[src/rtl/mem_client_pkg.sv]
// Shared definitions for the DDR client port: FSM encoding, timing defaults
// and the row/bank/column split of a controller address.
package mem_client_pkg;

    localparam int MCP_ADDR_W     = 27;
    localparam int MCP_DATA_W     = 32;
    localparam int MCP_LEN_W      = 4;
    // Two x16 columns make one 32-bit word, so a beat advances the column by 2.
    localparam int MCP_ADDR_STEP  = 2;
    // Edges from the latch edge to the edge that samples DATA_R.
    localparam int MCP_RD_LATENCY = 3;

    // Address field split, kept identical to enter_state.
    localparam int ROW_MSB  = 26;
    localparam int ROW_LSB  = 15;
    localparam int BANK_MSB = 14;
    localparam int BANK_LSB = 13;
    localparam int COL_MSB  = 12;
    localparam int COL_LSB  = 0;

    typedef enum logic [2:0] {
        IDLE,
        WAIT_WD,
        ISSUE,
        HOLD,
        DRAIN
    } state_t;

    typedef struct packed {
        logic [ROW_MSB-ROW_LSB:0]   row;
        logic [BANK_MSB-BANK_LSB:0] bank;
        logic [COL_MSB-COL_LSB:0]   col;
    } addr_split_t;

    function automatic addr_split_t split_addr(input logic [MCP_ADDR_W-1:0] a);
        addr_split_t s;
        s.row  = a[ROW_MSB:ROW_LSB];
        s.bank = a[BANK_MSB:BANK_LSB];
        s.col  = a[COL_MSB:COL_LSB];
        return s;
    endfunction

endpackage

[src/rtl/mem_client_port_if.sv]
// User request / write data / read return plus the controller command
// handshake of the DDR client port. The port itself uses the slave view.
interface mem_client_port_if #(
    parameter int ADDR_W = 27,
    parameter int DATA_W = 32,
    parameter int LEN_W  = 4
);
    // user request
    logic              REQ_VALID;
    logic              REQ_READY;
    logic [ADDR_W-1:0] REQ_ADDR;
    logic              REQ_WE;
    logic [LEN_W-1:0]  REQ_LEN;
    // user write data
    logic              WD_VALID;
    logic              WD_READY;
    logic [DATA_W-1:0] WD_DATA;
    // user read return and completion
    logic              RD_VALID;
    logic [DATA_W-1:0] RD_DATA;
    logic              DONE;
    // controller side
    logic [ADDR_W-1:0] ADDRESS_REQ;
    logic              WE;
    logic [DATA_W-1:0] DATA_W_OUT;
    logic              DO_ACT;
    logic              COMMAND_LATCHED;
    logic [DATA_W-1:0] DATA_R;

    modport slave (
        input  REQ_VALID, REQ_ADDR, REQ_WE, REQ_LEN, WD_VALID, WD_DATA,
               COMMAND_LATCHED, DATA_R,
        output REQ_READY, WD_READY, RD_VALID, RD_DATA, DONE,
               ADDRESS_REQ, WE, DATA_W_OUT, DO_ACT
    );

    modport master (
        output REQ_VALID, REQ_ADDR, REQ_WE, REQ_LEN, WD_VALID, WD_DATA,
               COMMAND_LATCHED, DATA_R,
        input  REQ_READY, WD_READY, RD_VALID, RD_DATA, DONE,
               ADDRESS_REQ, WE, DATA_W_OUT, DO_ACT
    );

endinterface

[src/rtl/mem_client_port_rd_latency_pipe.sv]
// Fixed-latency read return tracker. Each read latch injects a token; the
// token walks RD_LATENCY stages and, on leaving the last one, DATA_R is
// captured and presented for one cycle. Tokens stay in issue order.
module rd_latency_pipe #(
    parameter int DATA_W     = 32,
    parameter int RD_LATENCY = 3
) (
    input  logic              CLK,
    input  logic              RST,
    input  logic              inject,
    input  logic [DATA_W-1:0] data_r,
    output logic              rd_valid,
    output logic [DATA_W-1:0] rd_data,
    output logic              empty
);

    logic [RD_LATENCY-1:0] vld_pipe;

    assign empty = ~|vld_pipe;

    // Shift tokens forward; capture controller data when a token falls out.
    always_ff @(posedge CLK or negedge RST) begin
        if (!RST) begin
            vld_pipe <= '0;
            rd_valid <= 1'b0;
            rd_data  <= '0;
        end else begin
            vld_pipe[0] <= inject;
            for (int i = 1; i < RD_LATENCY; i++) begin
                vld_pipe[i] <= vld_pipe[i-1];
            end
            rd_valid <= vld_pipe[RD_LATENCY-1];
            if (vld_pipe[RD_LATENCY-1]) begin
                rd_data <= data_r;
            end
        end
    end

endmodule

[src/rtl/mem_client_port.sv]
// Initiator side of the DDR controller client handshake. A user burst is
// issued one beat at a time: present (DO_ACT) until COMMAND_LATCHED, then
// one HOLD cycle with the command fields frozen so the controller can sample
// write data after the latch, then step the address. Reads return through a
// fixed-latency pipe; DONE marks the last write latch or the last read beat.
module mem_client_port
    import mem_client_pkg::*;
#(
    parameter int ADDR_W     = MCP_ADDR_W,
    parameter int DATA_W     = MCP_DATA_W,
    parameter int LEN_W      = MCP_LEN_W,
    parameter int ADDR_STEP  = MCP_ADDR_STEP,
    parameter int RD_LATENCY = MCP_RD_LATENCY
) (
    input  logic             CLK,
    input  logic             RST,
    mem_client_port_if.slave bus
);

    state_t            state_q;
    state_t            state_d;

    logic [ADDR_W-1:0] addr_q;
    logic              we_q;
    logic [LEN_W-1:0]  cnt_q;
    logic [DATA_W-1:0] wdata_q;

    logic              req_ready;
    logic              wd_ready;
    logic              do_act;
    logic              done;
    logic              inject;
    logic              step;
    logic              accept;
    logic              wd_take;
    logic              last;

    logic              rd_valid;
    logic [DATA_W-1:0] rd_data;
    logic              pipe_empty;

    assign last    = (cnt_q == '0);
    assign accept  = req_ready & bus.REQ_VALID;
    assign wd_take = wd_ready & bus.WD_VALID;

    // State register.
    always_ff @(posedge CLK or negedge RST) begin
        if (!RST) begin
            state_q <= IDLE;
        end else begin
            state_q <= state_d;
        end
    end

    // Next state plus handshake strobes. A latch only counts while the beat
    // is presented, so COMMAND_LATCHED in any other state is ignored.
    always_comb begin
        state_d   = state_q;
        req_ready = 1'b0;
        wd_ready  = 1'b0;
        do_act    = 1'b0;
        done      = 1'b0;
        inject    = 1'b0;
        step      = 1'b0;
        case (state_q)
            IDLE: begin
                req_ready = 1'b1;
                if (bus.REQ_VALID) begin
                    state_d = bus.REQ_WE ? WAIT_WD : ISSUE;
                end
            end
            WAIT_WD: begin
                wd_ready = 1'b1;
                if (bus.WD_VALID) begin
                    state_d = ISSUE;
                end
            end
            ISSUE: begin
                do_act = 1'b1;
                if (bus.COMMAND_LATCHED) begin
                    inject  = ~we_q;
                    state_d = HOLD;
                end
            end
            HOLD: begin
                step = 1'b1;
                if (!last) begin
                    state_d = we_q ? WAIT_WD : ISSUE;
                end else if (we_q) begin
                    done    = 1'b1;
                    state_d = IDLE;
                end else begin
                    state_d = DRAIN;
                end
            end
            DRAIN: begin
                // The last token has left the pipe exactly when its beat is
                // being returned, so completion coincides with that RD_VALID.
                if (pipe_empty && rd_valid) begin
                    done    = 1'b1;
                    state_d = IDLE;
                end
            end
            default: state_d = IDLE;
        endcase
    end

    // Burst context: address/direction/count on accept, write data on the
    // data handshake, address step and count-down when leaving HOLD.
    always_ff @(posedge CLK or negedge RST) begin
        if (!RST) begin
            addr_q  <= '0;
            we_q    <= 1'b0;
            cnt_q   <= '0;
            wdata_q <= '0;
        end else begin
            if (accept) begin
                addr_q <= bus.REQ_ADDR;
                we_q   <= bus.REQ_WE;
                cnt_q  <= bus.REQ_LEN;
            end
            if (wd_take) begin
                wdata_q <= bus.WD_DATA;
            end
            if (step) begin
                addr_q <= addr_q + ADDR_W'(ADDR_STEP);
                if (!last) begin
                    cnt_q <= cnt_q - LEN_W'(1);
                end
            end
        end
    end

    rd_latency_pipe #(
        .DATA_W     (DATA_W),
        .RD_LATENCY (RD_LATENCY)
    ) u_rd_pipe (
        .CLK      (CLK),
        .RST      (RST),
        .inject   (inject),
        .data_r   (bus.DATA_R),
        .rd_valid (rd_valid),
        .rd_data  (rd_data),
        .empty    (pipe_empty)
    );

    assign bus.REQ_READY   = req_ready;
    assign bus.WD_READY    = wd_ready;
    assign bus.DO_ACT      = do_act;
    assign bus.DONE        = done;
    assign bus.ADDRESS_REQ = addr_q;
    assign bus.WE          = we_q;
    assign bus.DATA_W_OUT  = wdata_q;
    assign bus.RD_VALID    = rd_valid;
    assign bus.RD_DATA     = rd_data;

endmodule

[src/flat_wrapper.sv]
// flat-port wrapper written by rule: the top's interface ports become plain ports
module mem_client_port_flat import mem_client_pkg::*;
#(
    parameter int ADDR_W     = MCP_ADDR_W,
    parameter int DATA_W     = MCP_DATA_W,
    parameter int LEN_W      = MCP_LEN_W,
    parameter int ADDR_STEP  = MCP_ADDR_STEP,
    parameter int RD_LATENCY = MCP_RD_LATENCY
)
  (CLK, RST, bus_REQ_VALID, bus_REQ_ADDR, bus_REQ_WE, bus_REQ_LEN, bus_WD_VALID, bus_WD_DATA, bus_COMMAND_LATCHED, bus_DATA_R, bus_REQ_READY, bus_WD_READY, bus_RD_VALID, bus_RD_DATA, bus_DONE, bus_ADDRESS_REQ, bus_WE, bus_DATA_W_OUT, bus_DO_ACT);
  mem_client_port_if #(.ADDR_W(ADDR_W), .DATA_W(DATA_W), .LEN_W(LEN_W)) bus_i ();
  input  logic CLK;
  input  logic RST;
  input wire logic [$bits(bus_i.REQ_VALID)-1:0] bus_REQ_VALID;
  input wire logic [$bits(bus_i.REQ_ADDR)-1:0] bus_REQ_ADDR;
  input wire logic [$bits(bus_i.REQ_WE)-1:0] bus_REQ_WE;
  input wire logic [$bits(bus_i.REQ_LEN)-1:0] bus_REQ_LEN;
  input wire logic [$bits(bus_i.WD_VALID)-1:0] bus_WD_VALID;
  input wire logic [$bits(bus_i.WD_DATA)-1:0] bus_WD_DATA;
  input wire logic [$bits(bus_i.COMMAND_LATCHED)-1:0] bus_COMMAND_LATCHED;
  input wire logic [$bits(bus_i.DATA_R)-1:0] bus_DATA_R;
  output wire logic [$bits(bus_i.REQ_READY)-1:0] bus_REQ_READY;
  output wire logic [$bits(bus_i.WD_READY)-1:0] bus_WD_READY;
  output wire logic [$bits(bus_i.RD_VALID)-1:0] bus_RD_VALID;
  output wire logic [$bits(bus_i.RD_DATA)-1:0] bus_RD_DATA;
  output wire logic [$bits(bus_i.DONE)-1:0] bus_DONE;
  output wire logic [$bits(bus_i.ADDRESS_REQ)-1:0] bus_ADDRESS_REQ;
  output wire logic [$bits(bus_i.WE)-1:0] bus_WE;
  output wire logic [$bits(bus_i.DATA_W_OUT)-1:0] bus_DATA_W_OUT;
  output wire logic [$bits(bus_i.DO_ACT)-1:0] bus_DO_ACT;
  assign bus_i.REQ_VALID = bus_REQ_VALID;
  assign bus_i.REQ_ADDR = bus_REQ_ADDR;
  assign bus_i.REQ_WE = bus_REQ_WE;
  assign bus_i.REQ_LEN = bus_REQ_LEN;
  assign bus_i.WD_VALID = bus_WD_VALID;
  assign bus_i.WD_DATA = bus_WD_DATA;
  assign bus_i.COMMAND_LATCHED = bus_COMMAND_LATCHED;
  assign bus_i.DATA_R = bus_DATA_R;
  assign bus_REQ_READY = bus_i.REQ_READY;
  assign bus_WD_READY = bus_i.WD_READY;
  assign bus_RD_VALID = bus_i.RD_VALID;
  assign bus_RD_DATA = bus_i.RD_DATA;
  assign bus_DONE = bus_i.DONE;
  assign bus_ADDRESS_REQ = bus_i.ADDRESS_REQ;
  assign bus_WE = bus_i.WE;
  assign bus_DATA_W_OUT = bus_i.DATA_W_OUT;
  assign bus_DO_ACT = bus_i.DO_ACT;
  mem_client_port #(.ADDR_W(ADDR_W), .DATA_W(DATA_W), .LEN_W(LEN_W), .ADDR_STEP(ADDR_STEP), .RD_LATENCY(RD_LATENCY)) u_core (.CLK(CLK), .RST(RST), .bus(bus_i));
endmodule
[config.mk]
export PLATFORM = sky130hd
export DESIGN_NAME = mem_client_port_flat
export DESIGN_NICKNAME = d
export VERILOG_FILES = /design/src/rtl/mem_client_pkg.sv /design/src/rtl/mem_client_port_if.sv /design/src/rtl/mem_client_port_rd_latency_pipe.sv /design/src/rtl/mem_client_port.sv /design/src/flat_wrapper.sv
export SDC_FILE = /design/constraint.sdc
export NUM_CORES = 1
export LEC_CHECK = 0
export ABC_AREA = 0
export CORE_MARGIN = 2
export CORE_UTILIZATION = 47
export DETAILED_ROUTE_END_ITERATION = 6
export PLACE_DENSITY = 0.92
export SYNTH_ARGS = -nofsm -noshare
export SYNTH_HDL_FRONTEND = slang
export SYNTH_HIERARCHICAL = 1
export SYNTH_SLANG_ARGS = --single-unit
export TNS_END_PERCENT = 20
[constraint.sdc]
create_clock -name CLK -period 3.2 [get_ports CLK]
set_input_delay 0.64 -clock CLK [delete_from_list [all_inputs] [get_ports CLK]]
set_output_delay 0.64 -clock CLK [all_outputs]
set_load 0.01 [all_outputs]
# --- Yosys cells after proc, flatten, opt, wreduce, memory -nomap -nowiden ---
# Index checks and enable logic that the tools add are counted.
# Widths: inputs -> output; s select.
totals:
  ff_bits: 103
  input_bits: 101
  out_inout_bits: 97
  word_cells: 52
classes:
  n_eq_ne: 8
  reduce_logical: 7
  addsub: 2
  muxes: 24
  n_bitwise: 3
op_table:
  columns: ["op", "n"]
  rows:
  - ["$mux 27", 2]
  - ["$add 27x2->27 const B", 1]
  - ["$mux 3", 6]
  - ["$pmux 3 s5", 1]
  - ["$mux 4", 3]
  - ["$mux 1", 9]
  - ["$eq 3x2->1 const B", 2]
  - ["$ne 2x2->1 const B", 3]
  - ["$logic_not 4->1", 1]
  - ["$mux 2", 2]
  - ["$reduce_and 4->1", 1]
  - ["$sub 4x1->4 const B", 1]
  - ["$eq 3x1->1 const B", 1]
  - ["$eq 3x3->1 const B", 1]
  - ["$logic_not 3->1", 1]
  - ["$reduce_or 3->1", 1]
  - ["$and 1x1->1", 2]
  - ["$ne 2x1->1 const B", 1]
  - ["$pmux 1 s2", 1]
  - ["$reduce_bool 2->1", 1]
  - ["$logic_and 1x1->1", 1]
  - ["$logic_not 1->1", 1]
  - ["$not 1->1", 1]

# --- Longest topological paths before layout ---
# Gate-level depths: netlist of run 1.
depth:
  word_depth: 6
  ltp_mapped: 8
  depth_no_buf: 7

# --- Hierarchy ---
# The synthesis of run 1 kept the hierarchy.
modules_own_cells:
  columns: ["module", "area_each_um2", "cells_per_inst", "n_inst"]
  rows:
  - ["mem_client_port", 3400.8, 331, 1]
  - ["rd_latency_pipe", 1446.4, 73, 1]

# --- Least setup slack after synthesis of run 1 ---
# No wires, ideal clock.
synth_path:
  kind: "flip-flop to output port"
  from: "register u_core.state_q[2]"
  to: "output port bus_DONE"
  arrival_time_ns: 1.311
  required_time_ns: 2.560
  path_slack_ns: 1.249
  n_path_buf: 3
  path_stages_with_launch: 7
  cell_sequence: "dfrtp_1 buf_2 and3b_1 clkbuf_1 buf_2 nand3_1 o21ai_0"
synth_between:
  elab_chain_cells: 2
synth_rtl:
  columns: ["element", "line", "source"]
  rows:
  - ["from (decl)", "mem_client_port.sv:20", "state_t state_q;"]
  - ["from (signal assigned)", "mem_client_port.sv:51", "state_q <= state_d;"]
  - ["$eq 3x3->1 / $eq 3x2->1 (equally long branches)", "mem_client_port.sv:65", "case (state_q)"]
  - ["$pmux 1 s2 (*)", "mem_client_port.sv:65", null]
  - ["to (decl)", "flat_wrapper.sv:26", "output wire logic [$bits(bus_i.DONE)-1:0] bus_DONE;"]
# Mark *: on every way between the ends. The rest lies on a longest branch, timed or not.

# --- Final worst setup path of run 1 ---
layout_path:
  from: "register u_core.cnt_q[0]"
  to: "output port bus_DONE"
layout_between:
  elab_chain_cells: 3
layout_rtl:
  columns: ["element", "line", "source"]
  rows:
  - ["from (decl)", "mem_client_port.sv:25", "logic [LEN_W-1:0] cnt_q;"]
  - ["from (signal assigned)", "mem_client_port.sv:120", "cnt_q <= bus.REQ_LEN;"]
  - ["from (signal assigned)", "mem_client_port.sv:128", "cnt_q <= cnt_q - LEN_W'(1);"]
  - ["$logic_not 4->1", "mem_client_port.sv:42", "assign last = (cnt_q == '0);"]
  - ["$mux 1", "mem_client_port.sv:87", "if (!last) begin"]
  - ["$pmux 1 s2", "mem_client_port.sv:65", null]
# No other way between the ends.

==> out/qor.yml, run 1 <==
boundaryPins: 198
clock_latency_ps: 360
placed_area_mm2: 0.00687
power_density_mw_per_mm2: 941
rows: 37
dp_slack_ps: 588
rsz0062_at_grt: "no"
cp-start-kind: "register"
setup-violations-final: 0
status: "finished, final reports clean"
ys_top_cells_by_area: "dfrtp_1, mux2_4, mux2_2"
fin_ws_ps: 420
io_buffers: 197
drc: 0
cts.sinks: 103
synth.most_common_cell: "dfrtp_1"
synth_flop_cell: "dfrtp_1"
fill_cells: 730
synth-simple-area-share_pct: 14.2
synth_top_area_share_pct: 53.2
core_area_mm2: 0.0102
cts_resized: 0
dr.pass1.iters: 5
critPathLaunch: "u_core/cnt_q[0]"
synth_compound_area_share_pct: 9.68
synthTopCellsByCount: "dfrtp_1, nand2_1, mux2_2"
worstSetupPathType: "register to output port"
cts-root-buf: "clkbuf_8"
vias_per_cell: 5.45
synth_seq_cells: 103
holdCritPathClass: "primary input to async pin"
fmax_mhz: 360
hold_buffers: 0
grt_start_max_net_pins: 61
cap_violations: 0
antenna_found_initial: 0
gp_congestion: 0.841
syn_area_mm2: 0.00485
die_h_um: 106
synth_xor_area_share_pct: 0.361
setup_tns_ps: 0
grtUsageTotal_pct: 23.8
synth_edf_count: 0
cts_tree: "yes"
power_leakage_uw: 0.00298
finalPower_uw: 6650
post_cts_buffers: 0
yosys_warnings: 6
synthMuxAreaShare_pct: 18.0
finalInstanceArea_mm2: 0.00707
r2r-start: "u_core/bus.ADDRESS_REQ[1]"
antennaDiodeCount: 0
yosysTopAreaCell: "dfrtp_1"
seq_area_frac_synth_pct: 53.2
crit_path_max_fanout: 4
fin_nets: 698
start_util_pct: 47.6
via_count: 4008
antenna_left: 0
synth_fa_ha_area_share_pct: 0.516
die_x_um: 106
cts_buffer_depth: 2
postSynthCellCount: 404
ir_drop_v: 0.000441
h-tree-depth: 3
synth_top_family_by_area: "multiplexers"
min_period_ps: 2780
ys_types: 52
grt.overflow.total: 0
fin_skew_ps: 10.0
wl_per_cell_um: 17.8
wl_um: 13100
crit_path_end_kind: "output port"
async_flop_share_pct: 100
min_period_over_period_pct: 86.9
drt_iter0_drc: 346
syn-num-nets: 507
final_max_slew_viol_count: 0
drive_above_1_share_pct: 15.5
hold_viol: 0
cts_buffers: 9
critical_path_required_ps: 2560
fin_util_pct: 69.4
die_area_mm2: 0.0111
post-dp-hpwl_um: 9600
avgSynthCellArea_um2: 12.0
clk_pin_slew_ps: 90
tightest_slew_ps: 603
cp.arrival_ps: 2140
grt_first_pass_wirelength_um: 21000
max-slew-margin-rel_pct: 59.8
areaGrowthSynthToFinish_pct: 45.9
grt_pass1_vias: 4096
cell families (layout without fill, tap and decap cells):
kind of cell | Yosys count | after routing
buffers and inverters | 29 | 225
flip-flops | 103 | 103
multiplexers | 68 | 68
AO/OA/AOI/OAI | 70 | 70
AND/OR/NAND/NOR | 130 | 130
XOR/XNOR | 2 | 2
adder cells (fa/ha/maj) | 2 | 2
final timing paths:
path / endpoint / slack (ps) / depth (start not counted)
setup reg to reg: u_core/bus.ADDRESS_REQ[25] / 910 / 6
max in group asynchronous: u_core/u_rd_pipe/rd_data[7] / 2190 / 2
setup / recovery: bus_DONE / 420 / 7
min in group CLK: u_core/u_rd_pipe/vld_pipe[1] / 380 / 0
hold / removal: u_core/bus.DATA_W_OUT[17] / 280 / 1
hold reg to reg: u_core/u_rd_pipe/vld_pipe[1] / 380 / 0
power by group:
| part | total, uW | internal [uW] | switching, uW |
|---|---|---|---|
| registers | 2520 | 1930 | 586 |
| clock network | 815 | 404 | 411 |
| logic | 3320 | 1970 | 1350 |
| total | 6650 | 4310 | 2350 |
layout make-up:
cell class	count	area, um2	area share, %
clock buffer	13	159	2.25
clock inverter	3	42.5	0.601
inverter	6	22.5	0.318
multi-input combinational	272	2070	29.3
sequential	103	2580	36.5
tap	136	170	2.41
timing repair buffer	203	2030	28.7
through the flow:
| step | instances | hold WS, ps |
|---|---|---|
| floorplan | 404 | 344 |
| finish | 736 | 276 |
| global placement | 720 | 364 |
| detailed placement | 720 | 374 |
| global route | 736 | 307 |
| CTS | 736 | 289 |
registers in the layout, indices dropped and copies added (netlist names):
register,flops
u_core/u_rd_pipe/rd_data,32
u_core/u_rd_pipe/vld_pipe,3
u_core/bus.WE,1
u_core/bus.ADDRESS_REQ,27
u_core/bus.DATA_W_OUT,32
u_core/u_rd_pipe/rd_valid,1
u_core/state_q,3
u_core/cnt_q,4
worst max-delay path, cell delays in order, from the launching register on:
cell and delay (ps):
dfrtp_1 380, inv_1 120, ha_1 210, nand2b_1 100, nor2_1 180, nand3_1 90, o21ai_0 90, clkdlybuf4s50_1 620
layout by cell type, fill, tap and decap left out, drive strengths merged, types with 3 or more instances in the layout:
cell | synthesis | routed
clkdlybuf4s50 | 0 | 196
dfrtp | 103 | 103
mux2 | 65 | 65
nand2 | 53 | 53
o21ai | 22 | 22
nor2 | 21 | 21
nand3 | 16 | 16
clkbuf | 6 | 13
a21oi | 10 | 10
nand4 | 9 | 9
nor3 | 8 | 8
buf | 17 | 7
inv | 6 | 6
and3 | 6 | 6
a221o | 6 | 6
nor4 | 6 | 6
o211ai | 5 | 5
o22ai | 4 | 4
a31oi | 4 | 4
o311ai | 4 | 4
mux2i | 3 | 3
a22oi | 3 | 3
layer usage:
metal,vias to the layer above,track usage (%),share of wire (%),wire length [um]
li1,1847,-,-,-
met1,1916,30.5,40,5240
met2,212,39.6,50,6490
met3,33,5.57,7.4,973
met4,0,8.83,2.8,365
met5,-,0,0,0
(Power assumes the default switching activity.)
==> run 2, diff against run 1 <==
--- a/config.mk
+++ b/config.mk
@@ -8,7 +8,9 @@
 export ABC_AREA = 0
 export CORE_MARGIN = 2
 export CORE_UTILIZATION = 47
+export CTS_CLUSTER_SIZE = 40
 export DETAILED_ROUTE_END_ITERATION = 6
+export GPL_TIMING_DRIVEN = 0
 export PLACE_DENSITY = 0.92
 export SYNTH_ARGS = -nofsm -noshare
 export SYNTH_HDL_FRONTEND = slang
==> run 2 against run 1 <==
  * Final cell count up 2.3%
  * Flip-flop and latch count unchanged
  * Hold slack better by 97 ps
  * Routed wire length up 4.8%
  * Largest cell class unchanged
  * Largest power group unchanged
==> out/qor.yml, run 2 (synthesized netlist as in run 1, its figures left out) <==
post_cts_buffers: 0  # unchanged
hold_viol: 0  # unchanged
grtUsageTotal_pct: 24.7  # was 23.8%
boundaryPins: 198  # unchanged
fin_ws_ps: 136  # was 420 ps
wl_met2_um: 6940  # was 6490 um
min_period_ps: 3060  # was 2780 ps
wl_um: 13700  # was 13100 um
ir_drop_v: 0.000456  # was 0.000441 V
p_seq_share_pct: 36.5  # was 37.9%
cts_resized: 0  # unchanged
wl_met3_um: 1100  # was 973 um
netSwitchingFraction_pct: 36.1  # was 35.3%
setup_tns_ps: 0  # unchanged
hold_buffers: 0  # unchanged
cp-start-kind: "register"  # unchanged
crit_path_end_kind: "output port"  # unchanged
grt.overflow.total: 0  # unchanged
vias_per_cell: 5.54  # was 5.45
top_layer_used: "met4"  # unchanged
antenna_left: 0  # unchanged
fin_nets: 715  # was 698
drc: 0  # unchanged
via_count: 4168  # was 4008
drive_above_1_share_pct: 16.9  # was 15.5%
die_x_um: 106  # unchanged
antenna_found_initial: 0  # unchanged
finalPower_uw: 6760  # was 6650 uW
wl_met1_um: 5280  # was 5240 um
mostFrequentLayoutCells: "clkdlybuf4s50_1, dfrtp_1, nand2_1"  # unchanged
cts.sinks: 103  # unchanged
fmax_mhz: 326  # was 360 MHz
clk_pin_slew_ps: 90  # about the same
clockPowerShare_pct: 11.1  # was 12.2%
clock_latency_ps: 370  # was 360 ps
placed_area_mm2: 0.00701  # was 0.00687 mm2
fill_cells: 697  # was 730
cap_violations: 0  # unchanged
grt_first_pass_wirelength_um: 21700  # was 21000 um
status: "finished, final reports clean"  # unchanged
cts-root-buf: "clkbuf_8"  # unchanged
worstSetupPathType: "register to output port"  # unchanged
grt_start_max_net_pins: 68  # was 61
dr.pass1.iters: 5  # unchanged
cts_tree: "yes"  # unchanged
areaGrowthSynthToFinish_pct: 48.1  # was 45.9%
final_max_slew_viol_count: 0  # unchanged
tightest_slew_ps: 844  # was 603 ps
post-dp-hpwl_um: 10300  # was 9600 um
die_h_um: 106  # unchanged
critical_path_required_ps: 2560  # about the same
grt_pass1_vias: 4242  # was 4096
power.internal_uw: 4320  # was 4310 uW
cts_buffers: 9  # unchanged
rows: 37  # unchanged
fin_util_pct: 70.5  # was 69.4%
comb_power_share_pct: 52.4  # was 49.9%
h-tree-depth: 3  # unchanged
finalInstanceArea_mm2: 0.00718  # was 0.00707 mm2
wl_per_cell_um: 18.2  # was 17.8 um
io_buffers: 197  # unchanged
gp_congestion: 0.872  # was 0.841
drt_iter0_drc: 248  # was 346
antennaDiodeCount: 0  # unchanged
cp.arrival_ps: 2420  # was 2140 ps
start_util_pct: 47.6  # unchanged
dp_slack_ps: 461  # was 588 ps
max-slew-margin-rel_pct: 43.8  # was 59.8%
p_switching_uw: 2440  # was 2350 uW
crit_path_max_fanout: 10  # was 4
holdCritPathClass: "primary input to async pin"  # unchanged
die_area_mm2: 0.0111  # unchanged
min_period_over_period_pct: 95.7  # was 86.9%
layout_commonest_cell: "clkdlybuf4s50_1"  # unchanged
power_density_mw_per_mm2: 941  # about the same
setup-violations-final: 0  # unchanged
cts_buffer_depth: 2  # unchanged
power_leakage_uw: 0.00305  # was 0.00298 uW
fin_skew_ps: 13.3  # was 10.0 ps
rsz0062_at_grt: "no"  # unchanged
core_area_mm2: 0.0102  # unchanged
## run 2: area by class of cell
cell class                 count  area (um2)  area share [%]
buffer                        22         170            2.37
clock buffer                  13         159            2.21
tap                          136         170            2.37
inverter                       6        22.5           0.314
sequential                   103        2580            35.9
multi-input combinational    272        2070            28.9
timing repair buffer         198        1990            27.7
clock inverter                 3        17.5           0.244
## run 2: path summary, 6_finish.rpt
path	from	endpoint	slack, ps	cells past startpoint
min in group CLK	u_core/u_rd_pipe/vld_pipe[0]	u_core/u_rd_pipe/vld_pipe[1]	390	0
worst max register to register	u_core/bus.ADDRESS_REQ[1]	u_core/bus.ADDRESS_REQ[21]	970	6
worst max-delay path	u_core/state_q[2]	bus_DONE	140	6
worst min-delay path	RST	u_core/bus.DATA_W_OUT[21]	370	1
max in group asynchronous	RST	u_core/u_rd_pipe/rd_data[31]	2130	2
worst min register to register	u_core/u_rd_pipe/vld_pipe[0]	u_core/u_rd_pipe/vld_pipe[1]	390	0
## run 2: power groups by stage
| stage | Sequential [uW] | Clock (uW) | Combinational, uW |
|---|---|---|---|
| 2_1_floorplan | 2660 | 0 | 1540 |
| 3_3_place_gp | 2430 | 0 | 3420 |
| 3_5_place_dp | 2480 | 0 | 3520 |
| 4_1_cts | 2460 | 770 | 3540 |
| 5_1_grt | 2550 | 816 | 3760 |
| 6_report | 2460 | 751 | 3540 |
## run 2: through the flow
step / instances / hold slack [ps]
CTS: 754 / 396
finish: 753 / 373
global placement: 737 / 367
floorplan: 404 / 344
global route: 753 / 414
detailed placement: 738 / 371
## run 2: worst max-delay path, cell delays in order, from the launching register on
cell	delay (ps)
dfrtp_1	390
buf_2	180
and3b_1	410
buf_2	290
nand3_1	100
o21ai_0	90
clkdlybuf4s50_1	610
## run 2: layer usage
| metal | global-route usage (%) | vias up |
|---|---|---|
| li1 | - | 1890 |
| met1 | 30.3 | 2014 |
| met2 | 42.4 | 227 |
| met3 | 4.70 | 37 |
| met4 | 10.9 | 0 |
| met5 | 0 | - |
